==> src/rtl/serial_pattern_tx_if.sv <==
// Handshake and status bundle for serial_pattern_tx.
// The continuous-retransmit request is named rep because "repeat" is a
// reserved SystemVerilog keyword.
interface serial_pattern_tx_if;
    logic       start;
    logic       stop;
    logic [7:0] data;
    logic [2:0] len;
    logic       rep;
    logic       x;
    logic [1:0] S;
    logic       busy;
    logic       done;
    logic [2:0] bit_cnt;

    modport master (
        output start, stop, data, len, rep,
        input  x, S, busy, done, bit_cnt
    );

    modport slave (
        input  start, stop, data, len, rep,
        output x, S, busy, done, bit_cnt
    );
endinterface

==> src/rtl/serial_pattern_tx.sv <==
// Serial pattern transmitter: latches an 1..8 bit pattern and shifts it out
// MSB first on x, optionally repeating until stop. Outputs are Moore-decoded
// from registers only.
module serial_pattern_tx (
    input  logic                 CLK,
    input  logic                 RESET,
    serial_pattern_tx_if.slave   bus
);

    typedef enum logic [1:0] {
        IDLE  = 2'b00,
        LOAD  = 2'b01,
        SHIFT = 2'b10,
        DONE  = 2'b11
    } state_t;

    state_t     state;
    state_t     state_nxt;
    logic [7:0] data_q;
    logic [2:0] len_q;
    logic       rep_q;
    logic [7:0] shreg;
    logic [2:0] bit_cnt;
    logic       capture;
    logic       abort;

    // A start only counts in IDLE and loses to a simultaneous stop.
    assign capture = (state == IDLE) && bus.start && !bus.stop;
    assign abort   = (state != IDLE) && bus.stop;

    // State register.
    always_ff @(posedge CLK or posedge RESET) begin
        if (RESET) begin
            state <= IDLE;
        end else begin
            // NOTE: sequential state uses non-blocking assignments so every
            // register samples pre-edge values regardless of statement order.
            state <= state_nxt;
        end
    end

    // Next-state decode; stop overrides every other transition.
    always_comb begin
        // NOTE: default first so no path through this block can infer a latch.
        state_nxt = state;
        unique case (state)
            IDLE:  if (capture) state_nxt = LOAD;
            LOAD:  state_nxt = bus.stop ? IDLE : SHIFT;
            SHIFT: begin
                if (bus.stop)              state_nxt = IDLE;
                else if (bit_cnt == 3'd0)  state_nxt = DONE;
            end
            DONE: begin
                if (bus.stop)   state_nxt = IDLE;
                else if (rep_q) state_nxt = LOAD;
                else            state_nxt = IDLE;
            end
        endcase
    end

    // Pattern capture, shift register and remaining-bit counter.
    always_ff @(posedge CLK or posedge RESET) begin
        if (RESET) begin
            // NOTE: every register here is a small flop, not a memory, so all
            // of them (including the latched pattern) take the async reset.
            data_q  <= 8'h00;
            len_q   <= 3'd0;
            rep_q   <= 1'b0;
            shreg   <= 8'h00;
            bit_cnt <= 3'd0;
        end else begin
            if (capture) begin
                data_q <= bus.data;
                len_q  <= bus.len;
                rep_q  <= bus.rep;
            end
            if (abort) begin
                shreg   <= 8'h00;
                bit_cnt <= 3'd0;
            end else if (state == LOAD) begin
                // Left-justify the pattern so its MSB sits in shreg[7].
                shreg   <= data_q << (3'd7 - len_q);
                bit_cnt <= len_q;
            end else if (state == SHIFT && bit_cnt != 3'd0) begin
                shreg   <= {shreg[6:0], 1'b0};
                bit_cnt <= bit_cnt - 3'd1;
            end
        end
    end

    assign bus.x       = (state == SHIFT) ? shreg[7] : 1'b0;
    assign bus.S       = state;
    assign bus.busy    = (state != IDLE);
    assign bus.done    = (state == DONE);
    assign bus.bit_cnt = bit_cnt;

endmodule

==> src/flat_wrapper.sv <==
// flat-port wrapper written by rule: the top's interface ports become plain ports
module serial_pattern_tx_flat 
  (CLK, RESET, bus_start, bus_stop, bus_data, bus_len, bus_rep, bus_x, bus_S, bus_busy, bus_done, bus_bit_cnt);
  serial_pattern_tx_if bus_i ();
  input  logic CLK;
  input  logic RESET;
  input wire logic [$bits(bus_i.start)-1:0] bus_start;
  input wire logic [$bits(bus_i.stop)-1:0] bus_stop;
  input wire logic [$bits(bus_i.data)-1:0] bus_data;
  input wire logic [$bits(bus_i.len)-1:0] bus_len;
  input wire logic [$bits(bus_i.rep)-1:0] bus_rep;
  output wire logic [$bits(bus_i.x)-1:0] bus_x;
  output wire logic [$bits(bus_i.S)-1:0] bus_S;
  output wire logic [$bits(bus_i.busy)-1:0] bus_busy;
  output wire logic [$bits(bus_i.done)-1:0] bus_done;
  output wire logic [$bits(bus_i.bit_cnt)-1:0] bus_bit_cnt;
  assign bus_i.start = bus_start;
  assign bus_i.stop = bus_stop;
  assign bus_i.data = bus_data;
  assign bus_i.len = bus_len;
  assign bus_i.rep = bus_rep;
  assign bus_x = bus_i.x;
  assign bus_S = bus_i.S;
  assign bus_busy = bus_i.busy;
  assign bus_done = bus_i.done;
  assign bus_bit_cnt = bus_i.bit_cnt;
  serial_pattern_tx u_core (.CLK(CLK), .RESET(RESET), .bus(bus_i));
endmodule
==> config.mk <==
export PLATFORM = sky130hd
export DESIGN_NAME = serial_pattern_tx_flat
export DESIGN_NICKNAME = d
export VERILOG_FILES = /design/src/rtl/serial_pattern_tx_if.sv /design/src/rtl/serial_pattern_tx.sv /design/src/flat_wrapper.sv
export SDC_FILE = /design/constraint.sdc
export NUM_CORES = 1
export LEC_CHECK = 0
export ABC_AREA = 1
export CAP_MARGIN = 20
export CORE_UTILIZATION = 34
export CTS_BUF_LIST = sky130_fd_sc_hd__clkbuf_8
export DETAILED_ROUTE_END_ITERATION = 10
export GPL_TIMING_DRIVEN = 0
export PLACE_DENSITY_LB_ADDON = 0.3
export RECOVER_POWER = 25
export SKIP_LAST_GASP = 1
export SLEW_MARGIN = 20
export SYNTH_ARGS = -nofsm -noshare
export SYNTH_HDL_FRONTEND = slang
export SYNTH_SLANG_ARGS = --single-unit
export TNS_END_PERCENT = 1
==> constraint.sdc <==
create_clock -name CLK -period 3.85 [get_ports CLK]
set_clock_uncertainty 0.1 [all_clocks]
set_input_delay 0.77 -clock CLK [delete_from_list [all_inputs] [get_ports CLK]]
set_output_delay 0.77 -clock CLK [all_outputs]
set_load 0.05 [all_outputs]
==> flow_summary.toml, run 1 <==
[layout]
final_common_cell = "nand2_1"
final_nets = 236
fin_cells = 267
antenna_cells = 0
drive_gt1_share_pct = 13.4
final_area_sq_mm = 0.00181
most-common-layout-cells = "61 x nand2_1, 25 x dfrtp_1, 21 x inv_1, 21 x nand3_1, 21 x clkdlybuf4s50_1"
area_growth_pct = 23.9

[floorplan]
die_x_um = 67.5
die_h_um = 67.5
start_util_pct = 36.0
coreArea_sq_mm = 0.00406
floorplan.rows = 23
ioPinCount = 24
die-area_sq_mm = 0.00456

[critical_path]
end_kind = "output port"
max_stage_delay_ps = 790
cp_top_family = "buffers and inverters"
path_class = "reg -> out"
crit_end = "bus_x"
r2r_start = "u_core.bus.bit_cnt[0]$_DFFE_PP0P_"
timing.rr.end = "u_core.shreg[7]$_DFFE_PP0P_"
critPathLaunch = "u_core.bus.S[0]$_DFFE_PP0P_"
critPathMaxFanout = 5
cp_num_cells = 3
path_cells = "inv_2 > and3_2 > clkdlybuf4s50_1"
critPathRequiredTime_ps = 2980
critPathSlowestCell = "clkdlybuf4s50_1"
r2r_cells = 9
path_buf_inv = 2
arrival_ps = 1810
reg2reg_slack_ps = 2390
start_kind = "register"

[timing]
period_needed_ps = 2680
fin_crit_sh_pct = 69.7
rsz0062_at_grt = "no"
worst_pin_slew_ps = 574
slew_headroom_pct = 61.7
worst_slack_ps = 1170
slew_viol_final = 0
hold_viol = 0
setup_viol = 0
tns_ps = 0
clock.fmax_mhz = 372

[place]
hpwl_mm = 2.21
placed_area_sq_mm = 0.00175
place.gp.congestion = 0.839
dp_slack_ps = 1450
dpl.cell_count = 262
port_buffers = 23

[pwr]
power.total_mw = 1.40
power.leakage_nw = 0.911
power_density_mw_per_mm2 = 773
irDropWorstVdd_v = 0.000297

[drt]
dr.first_iter.drc_count = 65
viasPerCell = 4.73
wl_per_cell_um = 10.9
wl_mm = 2.91
dr.pass1.iters = 4
route.detailed.drc = 0
ant_nets = 0
vias = 1263

[min_path]
hold_class = "reg -> reg"

[grt]
grt_pass1_wl_mm = 5.24
grt_start_max_net_pins = 26
grt_usage_pct = 15.4
grt_pass1_vias = 1183
grt-ovfl-total = 0
antenna_found_initial = 0

[clock_tree]
hold_buffers = 0
clk_latency_ps = 270
cts_sinks = 25
cts_setup_buffers = 0
cts_made_buffers = 3
clk_pin_slew_worst_paths_ps = 90
clockBufferDepth = 2
htree_levels = 1
cts_resized = 0
cts_tree = "done"
clock-root-buffer = "clkbuf_8"

[job]
max_cap_viol_count = 0

[synth]
ys_seq_area_share_pct = 42.8
synthCells = 189
ys_ff_latch = 25
synth_cell_types = 25
ys_warn_count = 0
synth_top_area_share_pct = 42.8
synthTopCellsByArea = "dfrtp_1 43%, nand2_1 16%, nand3_1 7.2%"
synth_nets = 207
yosys.area.top_type = "dfrtp_1"
syn_area_sq_mm = 0.00146
avgSynthCellArea_sq_um = 7.73

[run_status]
status = "finished clean"
## worst min path at each step
stage	from	endpoint	slack (ps)	cells after the start
global placement	u_core.shreg[7]$_DFFE_PP0P_	u_core.shreg[7]$_DFFE_PP0P_	370	2
floorplan	u_core.shreg[7]$_DFFE_PP0P_	u_core.shreg[7]$_DFFE_PP0P_	340	2
detailed placement	u_core.shreg[7]$_DFFE_PP0P_	u_core.shreg[7]$_DFFE_PP0P_	370	2
CTS	u_core.shreg[7]$_DFFE_PP0P_	u_core.shreg[7]$_DFFE_PP0P_	390	2
global route	u_core.shreg[4]$_DFFE_PP0P_	u_core.shreg[4]$_DFFE_PP0P_	420	2
finish	u_core.shreg[5]$_DFFE_PP0P_	u_core.shreg[5]$_DFFE_PP0P_	380	2
## metrics by stage
step	hold slack (ps)	utilization (%)
floorplan	342	-
global placement	366	43.2
detailed placement	368	43.2
CTS	391	44.3
global route	416	44.6
finish	384	44.6
## metal layers
metal / wire length [um] / GRT usage [%] / vias to the layer above / part of all wire, %
met5: 0 / 0 / - / 0
met4: 36 / 5.59 / 0 / 1.2
li1: - / - / 660 / -
met2: 1370 / 24.9 / 20 / 47
met1: 1430 / 20.4 / 578 / 49
met3: 79 / 2.53 / 5 / 2.7
## cell usage after synthesis
cell,instances
o21ai_2,1
inv_2,4
o22ai_1,1
a21oi_2,4
o21ai_1,4
dfrtp_1,25
inv_1,20
nand2_1,61
nand2_2,2
nor3_1,1
and3_2,1
a22oi_1,1
o211ai_1,2
a21oi_1,5
o21ai_0,5
nand3_4,2
ha_1,2
nand3_1,21
clkinv_4,1
nor2_1,15
nand2_4,3
o2111a_1,1
nor2_4,2
buf_2,1
buf_6,4
## worst min-delay path, stage by stage, from the launching register on
cell,delay (ps)
dfrtp_1,350
nand2_1,50
nand2_1,60
## cells by family after synthesis
logic type	after synthesis	synth area share [%]
fa+ha+maj	2	1.71
simple gates	108	34.7
flops	25	42.8
compound gates	24	10.5
buf+inv	30	10.2
## where the power goes
| part | switching [mW] | leakage, nW | internal (mW) |
|---|---|---|---|
| Combinational | 0.521 | 0.575 | 0.287 |
| Clock | 0.0803 | 0.0269 | 0.0713 |
| Sequential | 0.0683 | 0.309 | 0.370 |
| Total | 0.669 | 0.911 | 0.728 |
## sequential cells by signal, summed over array words and instances (netlist names)
signal and cells:
u_core.data_q 8, u_core.shreg 8, u_core.bus.bit_cnt 3, u_core.len_q 3, u_core.bus.S 2, u_core.rep_q 1
## cell type report
cell class | instances | area, sq um
well taps | 50 | 62.6
repair buffers | 24 | 241
flip-flops and latches | 25 | 626
fillers | 422 | 2250
clock buffers | 3 | 41.3
inverters | 25 | 98.8
clock inverters | 1 | 3.75
multi-input cells | 134 | 686
plain buffers | 5 | 50.0
(Power assumes the default switching activity.)
==> run 2: changes to the inputs <==
Clock period 3.85 ns to 2.73 ns, I/O delays scaled along.
==> results of run 2 <==
The final DEF is identical to that of run 1. Status: finished clean.
Main changes from that run: setup slack after placement 1450 ps -> 557 ps; setup slack after layout 1170 ps -> 269 ps; register-to-register setup slack 2390 ps -> 1270 ps; total power 1.40 mW -> 1.97 mW; worst IR drop on VDD 0.000297 V -> 0.000419 V
